**src/rtl/fifo_burst_drainer_pkg.sv**
```systemverilog
// Shared definitions for the FWFT-FIFO to Avalon-MM burst drainer: state
// encodings, default geometry and the helpers that derive widths from it.
package fifo_burst_drainer_pkg;

    typedef enum logic [1:0] {
        IDLE      = 2'd0,
        WAIT_DATA = 2'd1,
        BURST     = 2'd2,
        DONE      = 2'd3
    } drainer_state_e;

    // Ceiling log2 as a plain loop so it elaborates identically everywhere.
    function automatic int clog2_int(input int value);
        int result;
        result = 0;
        while ((1 << result) < value) begin
            result = result + 1;
        end
        return result;
    endfunction

    function automatic int bytes_per_word(input int data_width);
        return data_width / 8;
    endfunction

    function automatic int burstcount_width(input int burst_len);
        return clog2_int(burst_len) + 1;
    endfunction

    localparam int DEF_DATA_WIDTH   = 32;
    localparam int DEF_BURST_LEN    = 16;
    localparam int BYTES_PER_WORD   = bytes_per_word(DEF_DATA_WIDTH);
    localparam int BURSTCOUNT_WIDTH = burstcount_width(DEF_BURST_LEN);

endpackage

```
**src/rtl/fifo_burst_drainer.sv**
```systemverilog
// Drains a first-word-fall-through FIFO into Avalon-MM burst writes, one full
// burst at a time, advancing the byte address until the word count is spent.
module fifo_burst_drainer
    import fifo_burst_drainer_pkg::*;
#(
    parameter int DATA_WIDTH = DEF_DATA_WIDTH,
    parameter int ADDR_WIDTH = 32,
    parameter int BURST_LEN  = DEF_BURST_LEN,
    parameter int USED_WIDTH = 10,
    parameter int LEN_WIDTH  = 24
) (
    input  logic                          clk,
    input  logic                          rst_n,
    input  logic                          start,
    input  logic [ADDR_WIDTH-1:0]         base_addr,
    input  logic [LEN_WIDTH-1:0]          total_words,
    output logic                          busy,
    output logic                          done,
    input  logic [DATA_WIDTH-1:0]         fifo_rd_data,
    input  logic [USED_WIDTH-1:0]         fifo_used_w,
    output logic                          fifo_rd_en,
    output logic [ADDR_WIDTH-1:0]         avm_address,
    output logic                          avm_write,
    output logic [DATA_WIDTH-1:0]         avm_writedata,
    output logic [$clog2(BURST_LEN):0]    avm_burstcount,
    output logic [DATA_WIDTH/8-1:0]       avm_byteenable,
    input  logic                          avm_waitrequest
);

    localparam int BPW        = bytes_per_word(DATA_WIDTH);
    localparam int BCW        = burstcount_width(BURST_LEN);
    localparam int ALIGN_BITS = clog2_int(BPW);
    localparam int CMP_W      = (USED_WIDTH > BCW) ? USED_WIDTH : BCW;

    localparam logic [ADDR_WIDTH-1:0] ALIGN_MASK =
        ~ADDR_WIDTH'((64'd1 << ALIGN_BITS) - 64'd1);
    localparam logic [ADDR_WIDTH-1:0] WORD_BYTES = ADDR_WIDTH'(BPW);

    drainer_state_e          state_q, state_d;
    logic [ADDR_WIDTH-1:0]   addr_q, addr_d;
    logic [LEN_WIDTH-1:0]    remain_q, remain_d;
    logic [BCW-1:0]          beat_cnt_q, beat_cnt_d;
    logic [ADDR_WIDTH-1:0]   avm_address_q, avm_address_d;
    logic [BCW-1:0]          avm_burstcount_q, avm_burstcount_d;
    logic                    avm_write_q, avm_write_d;

    logic [BCW-1:0]          burst_words;
    logic                    data_ready;
    logic                    beat_accept;
    logic                    last_beat;

    // Tail bursts shrink to whatever is left of the transfer.
    always_comb begin
        burst_words = BCW'(BURST_LEN);
        if (remain_q < LEN_WIDTH'(BURST_LEN)) begin
            burst_words = BCW'(remain_q);
        end
    end

    assign data_ready  = CMP_W'(fifo_used_w) >= CMP_W'(burst_words);
    assign beat_accept = avm_write_q & ~avm_waitrequest;
    assign last_beat   = beat_accept && (beat_cnt_q == BCW'(1));

    always_comb begin
        state_d          = state_q;
        addr_d           = addr_q;
        remain_d         = remain_q;
        beat_cnt_d       = beat_cnt_q;
        avm_address_d    = avm_address_q;
        avm_burstcount_d = avm_burstcount_q;
        avm_write_d      = avm_write_q;

        unique case (state_q)
            IDLE: begin
                if (start) begin
                    if (total_words != '0) begin
                        addr_d   = base_addr & ALIGN_MASK;
                        remain_d = total_words;
                        state_d  = WAIT_DATA;
                    end else begin
                        state_d = DONE;
                    end
                end
            end

            WAIT_DATA: begin
                // Only commit to a burst once every beat is already in the FIFO.
                if (data_ready) begin
                    avm_address_d    = addr_q;
                    avm_burstcount_d = burst_words;
                    beat_cnt_d       = burst_words;
                    avm_write_d      = 1'b1;
                    state_d          = BURST;
                end
            end

            BURST: begin
                if (beat_accept) begin
                    beat_cnt_d = beat_cnt_q - BCW'(1);
                end
                if (last_beat) begin
                    avm_write_d = 1'b0;
                    addr_d      = addr_q + ADDR_WIDTH'(avm_burstcount_q) * WORD_BYTES;
                    remain_d    = remain_q - LEN_WIDTH'(avm_burstcount_q);
                    if (remain_q == LEN_WIDTH'(avm_burstcount_q)) begin
                        state_d = DONE;
                    end else begin
                        state_d = WAIT_DATA;
                    end
                end
            end

            DONE: begin
                state_d = IDLE;
            end

            default: begin
                state_d = IDLE;
            end
        endcase
    end

    always_ff @(posedge clk) begin
        if (!rst_n) begin
            state_q          <= IDLE;
            addr_q           <= '0;
            remain_q         <= '0;
            beat_cnt_q       <= '0;
            avm_address_q    <= '0;
            avm_burstcount_q <= '0;
            avm_write_q      <= 1'b0;
        end else begin
            state_q          <= state_d;
            addr_q           <= addr_d;
            remain_q         <= remain_d;
            beat_cnt_q       <= beat_cnt_d;
            avm_address_q    <= avm_address_d;
            avm_burstcount_q <= avm_burstcount_d;
            avm_write_q      <= avm_write_d;
        end
    end

    // The FIFO pops on exactly the edge the slave takes the beat.
    assign fifo_rd_en     = beat_accept;
    assign avm_writedata  = fifo_rd_data;
    assign avm_address    = avm_address_q;
    assign avm_burstcount = avm_burstcount_q;
    assign avm_write      = avm_write_q;
    assign avm_byteenable = '1;
    assign busy           = (state_q != IDLE);
    assign done           = (state_q == DONE);

endmodule
```
**config.mk**
```make
export PLATFORM = sky130hd
export DESIGN_NAME = fifo_burst_drainer
export DESIGN_NICKNAME = d
export VERILOG_FILES = /design/src/rtl/fifo_burst_drainer_pkg.sv /design/src/rtl/fifo_burst_drainer.sv
export SDC_FILE = /design/constraint.sdc
export NUM_CORES = 1
export LEC_CHECK = 0
export ABC_CLOCK_PERIOD_IN_PS = 5600
export BUFFER_PORTS_ARGS = -buffer_cell sky130_fd_sc_hd__buf_2
export CAP_MARGIN = 20
export CELL_PAD_IN_SITES_DETAIL_PLACEMENT = 2
export CELL_PAD_IN_SITES_GLOBAL_PLACEMENT = 2
export CORE_AREA = 2 2 146 148
export DETAILED_ROUTE_END_ITERATION = 10
export DIE_AREA = 0 0 148 150
export PLACE_DENSITY = 0.78
export SYNTH_ARGS = -nofsm -noshare
export SYNTH_HDL_FRONTEND = slang
export SYNTH_SLANG_ARGS = --single-unit
```
**constraint.sdc**
```tcl
create_clock -name clk -period 5.6 [get_ports clk]
set_clock_uncertainty 0.15 [all_clocks]
set_input_delay 0.28 -clock clk [delete_from_list [all_inputs] [get_ports clk]]
set_output_delay 0.28 -clock clk [all_outputs]
set_load 0.005 [all_outputs]
```
# ---- After elaboration in Yosys (flattened, before gate mapping)
# Cells that the tools add are included.
dict set report classes {
  n_addsub 3
  magnitude_cmp 2
  n_eq_ne 10
  n_mux 21
  n_bitwise 2
  reduce_logical 11
}
# operator n
set ops {}
lappend ops {{2-to-1 mux 32 bit} 3}
lappend ops {{2-to-1 mux 24 bit} 3}
lappend ops {{case mux 32 bit (2 select lines)} 1}
lappend ops {{case mux 24 bit (2 select lines)} 1}
lappend ops {{adder 32 x 7 -> 32 bit} 1}
lappend ops {{equality test 24 x 5 -> 1 bit} 1}
lappend ops {{less-than comparator 24 x 5 -> 1 bit, second input constant} 1}
lappend ops {{nonzero test 24 bit} 1}
lappend ops {{subtractor 24 x 5 -> 24 bit} 1}
lappend ops {{2-to-1 mux 5 bit} 3}
lappend ops {{>= comparator 10 x 5 -> 1 bit} 1}
lappend ops {{2-to-1 mux 2 bit} 5}
lappend ops {{inequality test 2 bit, second input constant} 5}
lappend ops {{case mux 5 bit (2 select lines)} 1}
lappend ops {{AND reduction 3 bit} 3}
lappend ops {{case mux 2 bit (4 select lines)} 1}
lappend ops {{nonzero test 2 bit} 3}
lappend ops {{equality test 5 x 1 -> 1 bit, second input constant} 1}
lappend ops {{subtractor 5 x 1 -> 5 bit, second input constant} 1}
lappend ops {{equality test 2 bit, second input constant} 2}
lappend ops {{AND reduction 4 bit} 1}
lappend ops {{equality test 2 x 1 -> 1 bit, second input constant} 1}
lappend ops {{zero test 2 bit} 1}
lappend ops {{2-to-1 mux 1 bit} 2}
lappend ops {{other kinds (5)} 5}
dict set report word_totals {
  ff_bits 101
  inputBits 102
  output_inout_bits 77
  elab_cells 56
}

# ---- Depth between registers and ports, before layout
# Gate-level depths: netlist (run 1).
dict set report logic_depth {
  depth_word 5
  ltp_mapped 13
  depth_no_buf 11
}

# ---- Least setup slack after synthesis (run 1)
# Ideal clock, no wire load.
dict set report synth_timing {
  path_kind {register to register}
  startpoint {reg remain_q[9]}
  endpoint {reg beat_cnt_q[1]}
  setup_ns 0.060
  t_arrival_ns 3.927
  t_required_ns 5.390
  slack_ns 1.463
  stages_incl_launch_ff 13
  path_buffers 2
  period_less_slack_ns 4.137
  path_cell_list {dfxtp_1 or4_1 buf_2 or3_4 or4_4 nor3_4 ha_1 a2111oi_0 nor2_1 a21oi_1 clkbuf_1 o2111ai_1 nand2_1}
}
dict set report synth_via {
  elab_chain_cells 5
  elab_cells_between_ends 7
  classes_between {order compare: 2; eq/ne: 1; mux: 3; reduce/logical: 1}
}
# element line_no
set synth_rtl {}
lappend synth_rtl {{start, declared} fifo_burst_drainer.sv:41} ;# logic [LEN_WIDTH-1:0] remain_q, remain_d;
lappend synth_rtl {{start signal, assigned} fifo_burst_drainer.sv:135} ;# remain_q <= remain_d;
lappend synth_rtl {{less-than comparator 24 x 5 -> 1 bit (*)} fifo_burst_drainer.sv:55} ;# if (remain_q < LEN_WIDTH'(BURST_LEN)) begin
lappend synth_rtl {{2-to-1 mux 5 bit (*)} fifo_burst_drainer.sv:55}
lappend synth_rtl {{>= comparator 10 x 5 -> 1 bit} fifo_burst_drainer.sv:60} ;# assign data_ready = CMP_W'(fifo_used_w) >= CMP_W'(burst_words);
lappend synth_rtl {{inequality test 2 bit (no line)} n/a}
lappend synth_rtl {{AND reduction 3 bit (no line)} n/a}
lappend synth_rtl {{end signal, assigned} fifo_burst_drainer.sv:136} ;# beat_cnt_q <= beat_cnt_d;
lappend synth_rtl {{end, declared} fifo_burst_drainer.sv:42} ;# logic [BCW-1:0] beat_cnt_q, beat_cnt_d;
# Every way passes the cells marked *; elsewhere a longest branch is shown, timed or not. The select of a mux whose other input is x is not followed.
# A chain may end at the register's enable or synchronous reset.

# ---- Worst setup path after layout (run 1)
dict set report layout_timing {
  startpoint {reg remain_q[9]}
  endpoint {reg avm_address_q[7] (netlist: avm_address[7])}
}
dict set report layout_via {
  elab_chain_cells 4
}
# element line_no
set layout_rtl {}
lappend layout_rtl {{less-than comparator 24 x 5 -> 1 bit} fifo_burst_drainer.sv:55}
lappend layout_rtl {{2-to-1 mux 5 bit} fifo_burst_drainer.sv:55}
lappend layout_rtl {{>= comparator 10 x 5 -> 1 bit} fifo_burst_drainer.sv:60}
lappend layout_rtl {{AND reduction 2 bit (no line)} n/a}
lappend layout_rtl {{end signal, assigned} fifo_burst_drainer.sv:137} ;# avm_address_q <= avm_address_d;
lappend layout_rtl {{end, declared} fifo_burst_drainer.sv:43} ;# logic [ADDR_WIDTH-1:0] avm_address_q, avm_address_d;
# No other way between the ends.

==> results.md, run 1 <==
* RSZ-0062 raised after global routing: no
* DRT Pass-1 Iters at 4
* Slew HR at 0.374
* Worst setup EP type: flip-flop
* Maximum clock path buffer count at 2
* Status: finished clean
* Wire per inst at 19.3 µm
* Die Y at 150 µm
* DRT Wirelength at 20800 µm
* Row Count at 53
* First-pass GRT wire length at ~33000 µm
* Post-CTS Setup Bufs at 0
* Post-layout min period at roughly 4.8 ns
* Initial antenna violation count at 0
* Worst Setup SP: remain_q[9]
* Warning count from the yosys run at 0
* I/O pin count at 179
* H-tree levels at 3
* Ant. Diodes at 0
* FF-to-FF path depth at 13
* Cells after Synth at between 700 and 800
* DP Wirelength at 15200 µm
* Synth Flop Type: dfxtp_1
* PwrDens at approximately 330 nW/µm²
* Setup TNS at 0 ns
* CTS resizes at 0
* Die Width at 148 µm
* Critical Path End: avm_address[7]
* Final hold violations at 0
* Final setup viols at 0
* Vias at about 5800
* VDD IR max at 0.156 mV
* Core box area at around 21000 µm²
* Worst EP arrival at 4.90 ns
* Drt drc at 0
* Syn Area/Cell at 7.59 µm²
* Area Overhead vs Synth at 15.4%
* WHS Path Cells at 3
* Fill count at 2458
* DR iter-0 viols at 363
* Number of global-route vias before repair at between 5000 and 6000
* CP Max Fanout at 24
* Nets at 916
* RePlAce Congestion at a little over 0.8
* Root Driver: clkbuf_16
* Placed Area at between 6000 and 7000 µm²
* Die Area at 22200 µm²
* Largest net degree at the start of global routing at 43
* Ys async rst share at 0
* Peak Freq at 210 MHz
* Sequential fraction of the synthesis area at 0.343
* Initial core utilization at 0.274
* CTS Buf Count at 9
* Count of maximum capacitance violations at 0
* Worst R2R Start: remain_q[9]
* R2r endpoint: avm_address[7]
* CTS Hold Buffers Added at 0
* Clk Latency, worst-skew pair at between 0.3 and 0.4 ns
* Clk pin slew, worst setup/hold paths at about 0.080 ns
* Post-synth cell types at 64
* Sink Count at 97
* Max Slew Vio Count at 0
* EDFF count, synth at 0
* Yosys reg bits at 97
* CP Class: reg2reg
* TritonCTS clock tree: done
* Mean number of vias per cell at 5.37
* Hold Path Class: in2reg
* DRT antenna net count at 0
* Crit start category: flip-flop
* Final period util at 0.852
* GRT Total Usage at 0.189
* Post-Layout Inst Area at ~6500 µm²
* Least-Margin Pin Slew at approximately 0.93 ns
* Cell Area, Synth at 5670 µm²
* Remaining Overflow, GRT at 0
* Port buffer count at around 110
* Leak Pwr at ~2.5 nW
* Layout cells sized above 1 at 0.190
* R2R Setup Slk at 0.83 ns
* Worst EP required at between 5 and 6 ns
-- cell families after synthesis --
logic type               count (synthesis)  synth area share
adder cells (fa/ha/maj)                 19            0.0446
other                                    2           0.00133
flip-flops                              97             0.343
AO/OA/AOI/OAI                          247             0.276
multiplexers                             1           0.00199
buffers and inverters                  106            0.0956
AND/OR/NAND/NOR                        269             0.228
XOR/XNOR                                 6           0.00927
-- cell type report --
cell class                      count  area [µm²]  share of cell area
Timing Repair Buffer              119         628              0.0960
Clock inverter                      7         124              0.0189
Sequential cell                    97        1940               0.297
Clock buffer                        9         225              0.0344
Multi-Input combinational cell    548        3200               0.489
Tap cell                          275         344              0.0526
Inverter                           20        75.1              0.0115
-- critical path, stage by stage (launching register included) --
cell	delay, ns
dfxtp_1	0.38
or4_1	0.71
or3_4	0.47
or4_4	0.54
nor3_4	0.31
buf_4	0.20
nand2_1	0.06
ha_1	0.28
a21o_1	0.13
a21o_1	0.16
a21o_1	0.70
buf_4	0.37
nand2_1	0.08
a21oi_1	0.14
-- worst min path at each step --
stage / startpoint / endpoint / slack [ns]
3_3_place_gp: avm_address[11] / avm_address[11] / 0.29
6_report: base_addr[4] / addr_q[4] / 0.02
2_1_floorplan: remain_q[8] / remain_q[8] / 0.29
4_1_cts: base_addr[4] / addr_q[4] / 0.02
3_5_place_dp: avm_address[24] / avm_address[24] / 0.30
5_1_grt: base_addr[4] / addr_q[4] / 0.04
-- per-stage QoR --
| stage | setup slack (ns) | power [mW] | instances | hold slack, ns | util |
|---|---|---|---|---|---|
| CTS | 0.736 | 2.15 | 1075 | 0.0166 | 0.316 |
| global placement | 0.920 | 1.37 | 1059 | 0.293 | 0.299 |
| global route | 0.505 | 2.25 | 1075 | 0.0396 | 0.316 |
| finish | 0.831 | 2.13 | 1075 | 0.0229 | 0.316 |
| floorplan | 1.46 | 1.21 | 751 | 0.286 | - |
| detailed placement | 0.800 | 1.39 | 1059 | 0.300 | 0.299 |
-- synthesized netlist by cell type, types with 5 or more instances --
cell / n / share of area
nand4_1: 14 / 0.015
inv_1: 20 / 0.013
dfxtp_1: 97 / 0.34
or3_1: 5 / 0.0055
o22ai_1: 8 / 0.0088
nor2_1: 57 / 0.038
a31oi_1: 16 / 0.018
o221a_2: 6 / 0.012
o31ai_1: 6 / 0.0079
buf_4: 38 / 0.050
and3_1: 6 / 0.0066
o221ai_1: 8 / 0.012
a311oi_1: 7 / 0.011
clkbuf_1: 41 / 0.027
ha_1: 17 / 0.038
o21ai_0: 55 / 0.049
nor4_1: 12 / 0.013
nor3_1: 13 / 0.011
buf_1: 6 / 0.0040
nand3_1: 18 / 0.016
nand2_1: 107 / 0.071
o21a_1: 5 / 0.0066
a21o_1: 7 / 0.0093
nor2b_1: 5 / 0.0055
a211oi_1: 26 / 0.034
nand2b_1: 7 / 0.0077
a21oi_1: 78 / 0.069
-- state kept, by name, indices dropped and copies added, names as in the netlist --
| register | count |
|---|---|
| addr_q | 30 |
| avm_address | 30 |
| avm_burstcount | 5 |
| avm_write | 1 |
| state_q | 2 |
| remain_q | 24 |
| beat_cnt_q | 5 |
-- placed cells by master (no fill, tap or decap), drive strengths merged, types with 4 or more instances in the layout --
cell type,count
buf,119
nand2,107
dfxtp,97
a21oi,78
nor2,57
o21ai,56
a211oi,26
inv,22
nand3,19
ha,17
a31oi,16
nand4,14
nor3,14
nor4,12
clkbuf,9
o221ai,8
o22ai,8
nand2b,7
a21o,7
a311oi,7
o31ai,6
and3,6
o221a,6
conb,6
or3,6
nor2b,5
o21a,5
o211a,4
o211ai,4
xnor2,4
and4,4
or4,4
-- power by group --
part	total [mW]	switching [mW]	internal (mW)
sequential	0.859	0.0929	0.766
combinational	0.519	0.328	0.192
clock	0.748	0.307	0.441
total	2.13	0.727	1.40
-- layer usage --
metal,GRT usage,vias up,routed length [µm]
met4,0.0467,0,230
met3,0.0296,20,817
met1,0.237,2836,9210
met5,0,-,0
met2,0.339,121,10500
li1,-,2796,-
Note: power is estimated with default switching activity, not from simulation.
==> inputs of run 2 (changes only) <==
ABC_AREA = 1   (was default)
CORE_AREA = 2 2 163 165   (was 2 2 146 148)
DIE_AREA = 0 0 165 167   (was 0 0 148 150)
MAX_ROUTING_LAYER = met4   (was default)
PLACE_DENSITY = 0.79   (was 0.78)
REMOVE_ABC_BUFFERS = 1   (was default)
==> run 2 against run 1 <==
Effect of this change: sequential power up 13%; fmax is 33% higher; routed wire length rose by 30%; cell area increased by 17%; largest cell class unchanged; highest routed layer unchanged.
==> results.md, run 2 <==
* Post-synth cell types at 32 (-50%)
* CP Class: reg2reg
* Comb power frac at 0.419 (+0.175)
* Drt drc at 0 (unchanged)
* CTS Buf Count at 9 (unchanged)
* DRT Pass-1 Iters at 4 (unchanged)
* Layout cells sized above 1 at 0.121 (-0.0690)
* Number of global-route vias before repair at 8056 (+35%)
* Cell Chain, Critical Path: nor2_1 > nand2_1 > nor2_1 > nand2_1 > nor2_2 > nand2_1 > ha_1 > nand2_1 > nand2_1 > nand2_1 > nand2_1 > nor2_1 > nand3_1 > nand2_1 > buf_4 > nand2_1 > inv_1 > nor2_1 > nor2_1
* Hold Path Class: in2reg
* Post-synth top area cell: dfxtp_1
* Area Overhead vs Synth at 12.1%
* Die Area at 27600 µm² (+24%)
* Sink Count at 97 (unchanged)
* WHS Path Cells at 5 (+2)
* TritonCTS clock tree: done
* Final hold violations at 0 (unchanged)
* Nets at 1332 (+45%)
* Die Y at 167 µm (+11%)
* Proportion of power drawn by flip-flops and latches at 0.337 (-0.067)
* CTS Hold Buffers Added at 0 (unchanged)
* P_int at 1.61 mW (+15%)
* Worst path bufs/invs at 2 (unchanged)
* Die Width at 165 µm (+11%)
* Initial antenna violation count at 0 (unchanged)
* Synth top area share at 0.284 (-0.0582)
* Post-layout min period at 3.58 ns (-1.19 ns)
* Crit start category: flip-flop
* VDD IR max at 0.132 mV (-15%)
* H-tree levels at 3 (unchanged)
* Fill count at 3253 (+32%)
* Count of maximum capacitance violations at 0 (unchanged)
* Clock power frac at 0.244 (-0.108)
* CP most frequent cell: nand2_1
* Leak Pwr at 3.51 nW (+38%)
* Maximum clock path buffer count at 2 (unchanged)
* Worst EP arrival at 3.72 ns (-1.18 ns)
* Yosys reg bits at 97 (unchanged)
* Clk Latency, worst-skew pair at 0.36 ns (about the same)
* Core box area at 25800 µm² (+25%)
* Final period util at 0.639 (-0.213)
* Hold Startpoint: base_addr[14]
* Vias at 7552 (+31%)
* Slowest-stage cell, CP: buf_4
* Post-CTS Setup Bufs at 0 (unchanged)
* Least-Margin Pin Slew at 0.917 ns (-0.0116 ns)
* DRT Wirelength at 26900 µm (+30%)
* Cells after Synth at 1164 (+56%)
* Final setup viols at 0 (unchanged)
* I/O pin count at 179 (unchanged)
* Worst setup EP type: flip-flop
* PwrDens at 375 nW/µm² (+15%)
* Port buffer count at 106 (unchanged)
* DR iter-0 viols at 232 (-36%)
* RSZ-0062 raised after global routing: no
* Wire per inst at 17.4 µm (-10%)
* Top cells by area, synth: dfxtp_1 (28%), nand2_1 (18%), nor2_1 (14%), nand3_1 (6.5%), inv_1 (5.7%)
* Ant. Diodes at 0 (unchanged)
* Commonest non-fill, non-tap cell in the layout: nand2_1
* Largest net degree at the start of global routing at 64 (+49%)
* Root Driver: clkbuf_16
* Warning count from the yosys run at 0 (unchanged)
* FF-to-FF path depth at 19 (+6)
* Ys async rst share at 0 (unchanged)
* Mean number of vias per cell at 4.87 (-9.3%)
* CTS resizes at 0 (unchanged)
* Clk pin slew, worst setup/hold paths at 0.07 ns (about the same)
* Switching share of power at 0.439 (+0.0970)
* Slew HR at 0.388 (+0.0134)
* GRT Total Usage at 0.205 (+0.0156)
* Worst EP required at 5.74 ns (about the same)
* Peak Freq at 280 MHz (+33%)
* Hold path endpoint: addr_q[14]
* Most frequent cells in the layout: nand2_1 (326), nor2_1 (250), buf_2 (106), inv_1 (103), dfxtp_1 (96)
* Pre-CTS WS at 1.98 ns (+1.18 ns)
* Remaining Overflow, GRT at 0 (unchanged)
* CP Max Fanout at 42 (+75%)
* Status: finished clean
* Synth Flop Type: dfxtp_1
* Fin worst setup slack at 2.02 ns (+1.19 ns)
* Worst path max stage delay at 0.40 ns (-0.31 ns)
* Synth top cells by count: nand2_1 (326), nor2_1 (250), inv_1 (103), dfxtp_1 (97), nand3_1 (89)
* DRT antenna net count at 0 (unchanged)
* Max Slew Vio Count at 0 (unchanged)
* Initial core utilization at 0.265 (-0.00892)
* R2R Setup Slk at 2.02 ns (+1.19 ns)
* RePlAce Congestion at 0.834 (+3.6%)
* Setup TNS at 0 ns (unchanged)
* Syn Area/Cell at 5.86 µm² (-23%)
* Row Count at 59 (+11%)
* Count leader, synth: nand2_1
* Psw at 1.26 mW (+73%)
* Delay-heaviest family, CP: simple AND/OR/NAND/NOR gates
* Total power at 2.87 mW (+35%)
* Sequential fraction of the synthesis area at 0.284 (-0.0582)
* First-pass GRT wire length at 43200 µm (+31%)
* DP Wirelength at 20400 µm (+34%)
* Cell Area, Synth at 6830 µm² (+20%)
* R2r endpoint: beat_cnt_q[0]
* Worst Setup SP: remain_q[17]
* Worst R2R Start: remain_q[17]
* EDFF count, synth at 0 (unchanged)
run 2: cell type report:
type / instances / area [µm²] / area share
clock inverters: 5 / 78.8 / 0.0103
clock buffers: 10 / 239 / 0.0312
repair buffers: 112 / 596 / 0.0778
multi-input cells: 884 / 3980 / 0.519
inverters: 107 / 402 / 0.0525
flip-flops and latches: 97 / 1940 / 0.254
well taps: 335 / 419 / 0.0548
run 2: logic make-up (layout without fill, tap and decap cells):
| logic type | after synthesis | count (layout) | share of synthesized area |
|---|---|---|---|
| and+or+nand+nor | 710 | 710 | 0.426 |
| adders and majority gates | 19 | 19 | 0.0370 |
| AOI/OAI and AO/OA | 144 | 144 | 0.110 |
| DFF | 97 | 97 | 0.284 |
| buffers and inverters | 187 | 234 | 0.135 |
| other | 2 | 6 | 0.00110 |
| xor gates and xnor gates | 5 | 5 | 0.00641 |
run 2: per-layer routing:
metal | vias to the layer above | track usage | routed length, µm
met4 | 0 | 0.0389 | 313
met1 | 3699 | 0.244 | 11900
met2 | 125 | 0.352 | 13500
li1 | 3714 | - | -
met5 | - | - | 0
met3 | 14 | 0.0466 | 1170
run 2: worst min-delay path, cell delays in order:
cell,delay [ns]
buf_2,0.07
o21ai_0,0.06
nand2_1,0.05
nand2_1,0.04
nor2_1,0.08
run 2: through the flow:
step / cell area [µm²] / utilization / instances / hold WS (ns)
4_1_cts: 7650 / 0.297 / 1550 / 0.114
2_1_floorplan: 6320 / - / 1088 / 0.250
6_report: 7650 / 0.297 / 1550 / 0.123
3_3_place_gp: 7310 / 0.284 / 1534 / 0.305
5_1_grt: 7650 / 0.297 / 1550 / 0.159
3_5_place_dp: 7330 / 0.285 / 1535 / 0.323
run 2: power groups by stage:
stage,combinational (mW),clock (mW),sequential (mW)
final,1.20,0.700,0.968
after global routing,1.39,0.745,0.990
after CTS,1.22,0.721,0.968
after detailed placement,1.21,0,0.984
after global placement,1.14,0,0.975
after floorplan,0.778,0,0.948
run 2: worst max path at each step:
stage | to | slack, ns | cells after the start
2_1_floorplan | addr_q[15] | 2.13 | 7
3_3_place_gp | avm_address[22] | 2.03 | 15
3_5_place_dp | beat_cnt_q[4] | 1.98 | 18
4_1_cts | beat_cnt_q[0] | 1.94 | 19
5_1_grt | beat_cnt_q[4] | 1.58 | 18
6_report | beat_cnt_q[0] | 2.02 | 19
==> inputs of run 3 (changes only) <==
ABC_CLOCK_PERIOD_IN_PS = 2970   (was 5600)
CORE_AREA = 2 2 172 174   (was 2 2 163 165)
DIE_AREA = 0 0 174 176   (was 0 0 165 167)
PLACE_DENSITY = 0.74   (was 0.79)
clock period = 2.97 ns   (was 5.6 ns; I/O delays follow)
==> run 3 against run 2 <==
Effect of this change: combinational power is 110% higher; register-to-register slack worse by 1.8 ns; clock power grew 90%; total power increased by 98%; critical path type unchanged; critical endpoint is now avm_address[8]; largest power group unchanged; highest routed layer unchanged.
==> results.md, run 3 (synthesized netlist as in run 2, its figures left out) <==
* Status: finished clean
* First-pass GRT wire length at 44500 µm (+3.1%)
* Slew HR at 0.523 (+0.135)
* Die Area at 30600 µm² (+11%)
* Count of maximum capacitance violations at 0 (unchanged)
* Final period util at 0.926 (+0.287)
* DRT Wirelength at 27900 µm (+3.7%)
* Proportion of power drawn by flip-flops and latches at 0.316 (-0.021)
* Sink Count at 97 (unchanged)
* Largest net degree at the start of global routing at 56 (-13%)
* Least-Margin Pin Slew at 0.715 ns (-0.202 ns)
* PwrDens at 701 nW/µm² (+87%)
* CP Max Fanout at 12 (-71%)
* Worst EP arrival at 2.85 ns (-0.87 ns)
* Post-layout min period at 2.75 ns (-0.825 ns)
* DRT Pass-1 Iters at 4 (unchanged)
* DRT antenna net count at 0 (unchanged)
* CP most frequent cell: nand2_1
* Remaining Overflow, GRT at 0 (unchanged)
* DP Wirelength at 21800 µm (+6.9%)
* Clk Latency, worst-skew pair at 0.36 ns (about the same)
* TritonCTS clock tree: done
* P_int at 3.18 mW (+98%)
* Final setup viols at 0 (unchanged)
* Delay-heaviest family, CP: simple AND/OR/NAND/NOR gates
* Worst EP required at 3.07 ns (-2.67 ns)
* Crit start category: flip-flop
* Setup TNS at 0 ns (unchanged)
* Commonest non-fill, non-tap cell in the layout: nand2_1
* FF-to-FF path depth at 16 (-3)
* WHS Path Cells at 5 (unchanged)
* Max Slew Vio Count at 0 (unchanged)
* Comb power frac at 0.449 (+0.030)
* Slowest-stage cell, CP: dfxtp_1
* CP Class: reg2reg
* Leak Pwr at 3.70 nW (+5.4%)
* Mean number of vias per cell at 4.71 (-3.4%)
* Vias at 7701 (+2.0%)
* Hold Path Class: in2reg
* Worst path bufs/invs at 2 (unchanged)
* Layout cells sized above 1 at 0.154 (+0.0332)
* Root Driver: clkbuf_16
* Row Count at 62 (+5.1%)
* Final Non-Filler Cells at 1636 (+5.5%)
* Psw at 2.49 mW (+98%)
* Worst setup EP type: flip-flop
* Hold WS at 0.00333 ns (-0.120 ns)
* Switching share of power at 0.439 (about the same)
* Die Width at 174 µm (+5.5%)
* Cell Chain, Critical Path: nor2_1 > nand2_2 > nor2_4 > nand2_1 > nor2_4 > nand2_1 > ha_1 > nand2_1 > nor3_2 > nand2_1 > nand3_2 > nand2_2 > buf_4 > buf_12 > o21ai_1 > nor2_1
* Global routing's busiest layer: met2
* Ant. Diodes at 0 (unchanged)
* Number of global-route vias before repair at 8447 (+4.9%)
* Initial antenna violation count at 0 (unchanged)
* DR iter-0 viols at 235 (+1.3%)
* Peak Freq at 364 MHz (+30%)
* Wire per inst at 17.0 µm (-1.8%)
* Core box area at 28500 µm² (+11%)
* Clk pin slew, worst setup/hold paths at 0.07 ns (about the same)
* Cell total after placement at 1619 (+5.5%)
* Most frequent cells in the layout: nand2_1 (321), nor2_1 (246), buf_2 (106), inv_1 (103), dfxtp_1 (96)
* Final hold violations at 0 (unchanged)
* Port buffer count at 106 (unchanged)
* R2R Setup Slk at 0.22 ns (-1.80 ns)
* Die Y at 176 µm (+5.4%)
* Global routing usage on met1 at 0.220 (-0.0248)
* Maximum clock path buffer count at 2 (unchanged)
* Critical path depth in cells at 16 (-3)
* CTS Buf Count at 9 (unchanged)
* RePlAce Congestion at 0.851 (+2.0%)
* Initial core utilization at 0.239 (-0.0258)
* Drt drc at 0 (unchanged)
* Nets at 1369 (+2.8%)
* I/O pin count at 179 (unchanged)
* Worst path max stage delay at 0.32 ns (-0.08 ns)
* H-tree levels at 3 (unchanged)
* Clock power frac at 0.235 (-0.009)
* Area Overhead vs Synth at 18.5%
* GRT Total Usage at 0.189 (-0.0155)
* GR Util met3 at 0.0368 (-0.00975)
* VDD IR max at 0.328 mV (+150%)
* Pre-CTS WS at -0.186 ns (-2.17 ns)
* Met2 Track Usage GR at 0.338 (-0.0142)
* Fin worst setup slack at 0.220 ns (-1.80 ns)
-- run 3: cell types whose count changed in the layout (fill, tap and decap cells not counted), sizes merged --
cell,before,now
clkbuf,10,9
buf,112,148
inv,108,107
clkinvlp,0,2
dlygate4sd3,0,1
-- run 3: per-stage QoR --
step | power, mW | util | instance area (µm²)
2_1_floorplan | 3.25 | - | 6320
3_3_place_gp | 4.23 | 0.270 | 7700
3_5_place_dp | 4.35 | 0.270 | 7700
4_1_cts | 5.71 | 0.282 | 8040
5_1_grt | 6.14 | 0.283 | 8090
6_report | 5.67 | 0.283 | 8090
-- run 3: path summary, 6_finish.rpt --
path / from / to
worst max-delay path: remain_q[16] / avm_address[8]
worst min-delay path: base_addr[5] / addr_q[5]
worst max register to register: remain_q[16] / avm_address[8]
worst min register to register: avm_address[13] / avm_address[13]
-- run 3: routing by layer --
layer  wire [µm]  share of wire
met1       12200           0.44
met4         431          0.015
met3        1300          0.047
met5           0              0
met2       13900           0.50
-- run 3: repair_timing --
item	CTS	global route
endpoints found under the hold margin	1	0
buffers inserted	0	1
endpoints found under the setup margin	28	41
pin swaps	0	1
hold buffers	1	0
resized for setup	4	16
-- run 3: cell type report --
class | instances | area [µm²]
Clock buffer | 9 | 225
Clock inverter | 6 | 92.6
Fill cell | 3685 | 20500
Inverter | 107 | 402
Multi-Input combinational cell | 884 | 4030
Sequential cell | 97 | 1940
Tap cell | 384 | 480
Timing Repair Buffer | 149 | 918
-- run 3: worst reg2reg max path, delay by kind of cell, from the launching register on --
kind | cells | cell delay (ns)
and+or+nand+nor | 12 | 1.34
buffers and inverters | 2 | 0.34
AOI/OAI and AO/OA | 1 | 0.18
adders and majority gates | 1 | 0.30
DFF | 1 | 0.32
-- run 3: power by group through the flow --
stage          clock (mW)  sequential, mW  combinational (mW)
3_5_place_dp            0            1.82                2.53
4_1_cts              1.37            1.79                2.55
2_1_floorplan           0            1.79                1.47
3_3_place_gp            0            1.81                2.42
6_report             1.33            1.79                2.54
5_1_grt              1.42            1.84                2.88
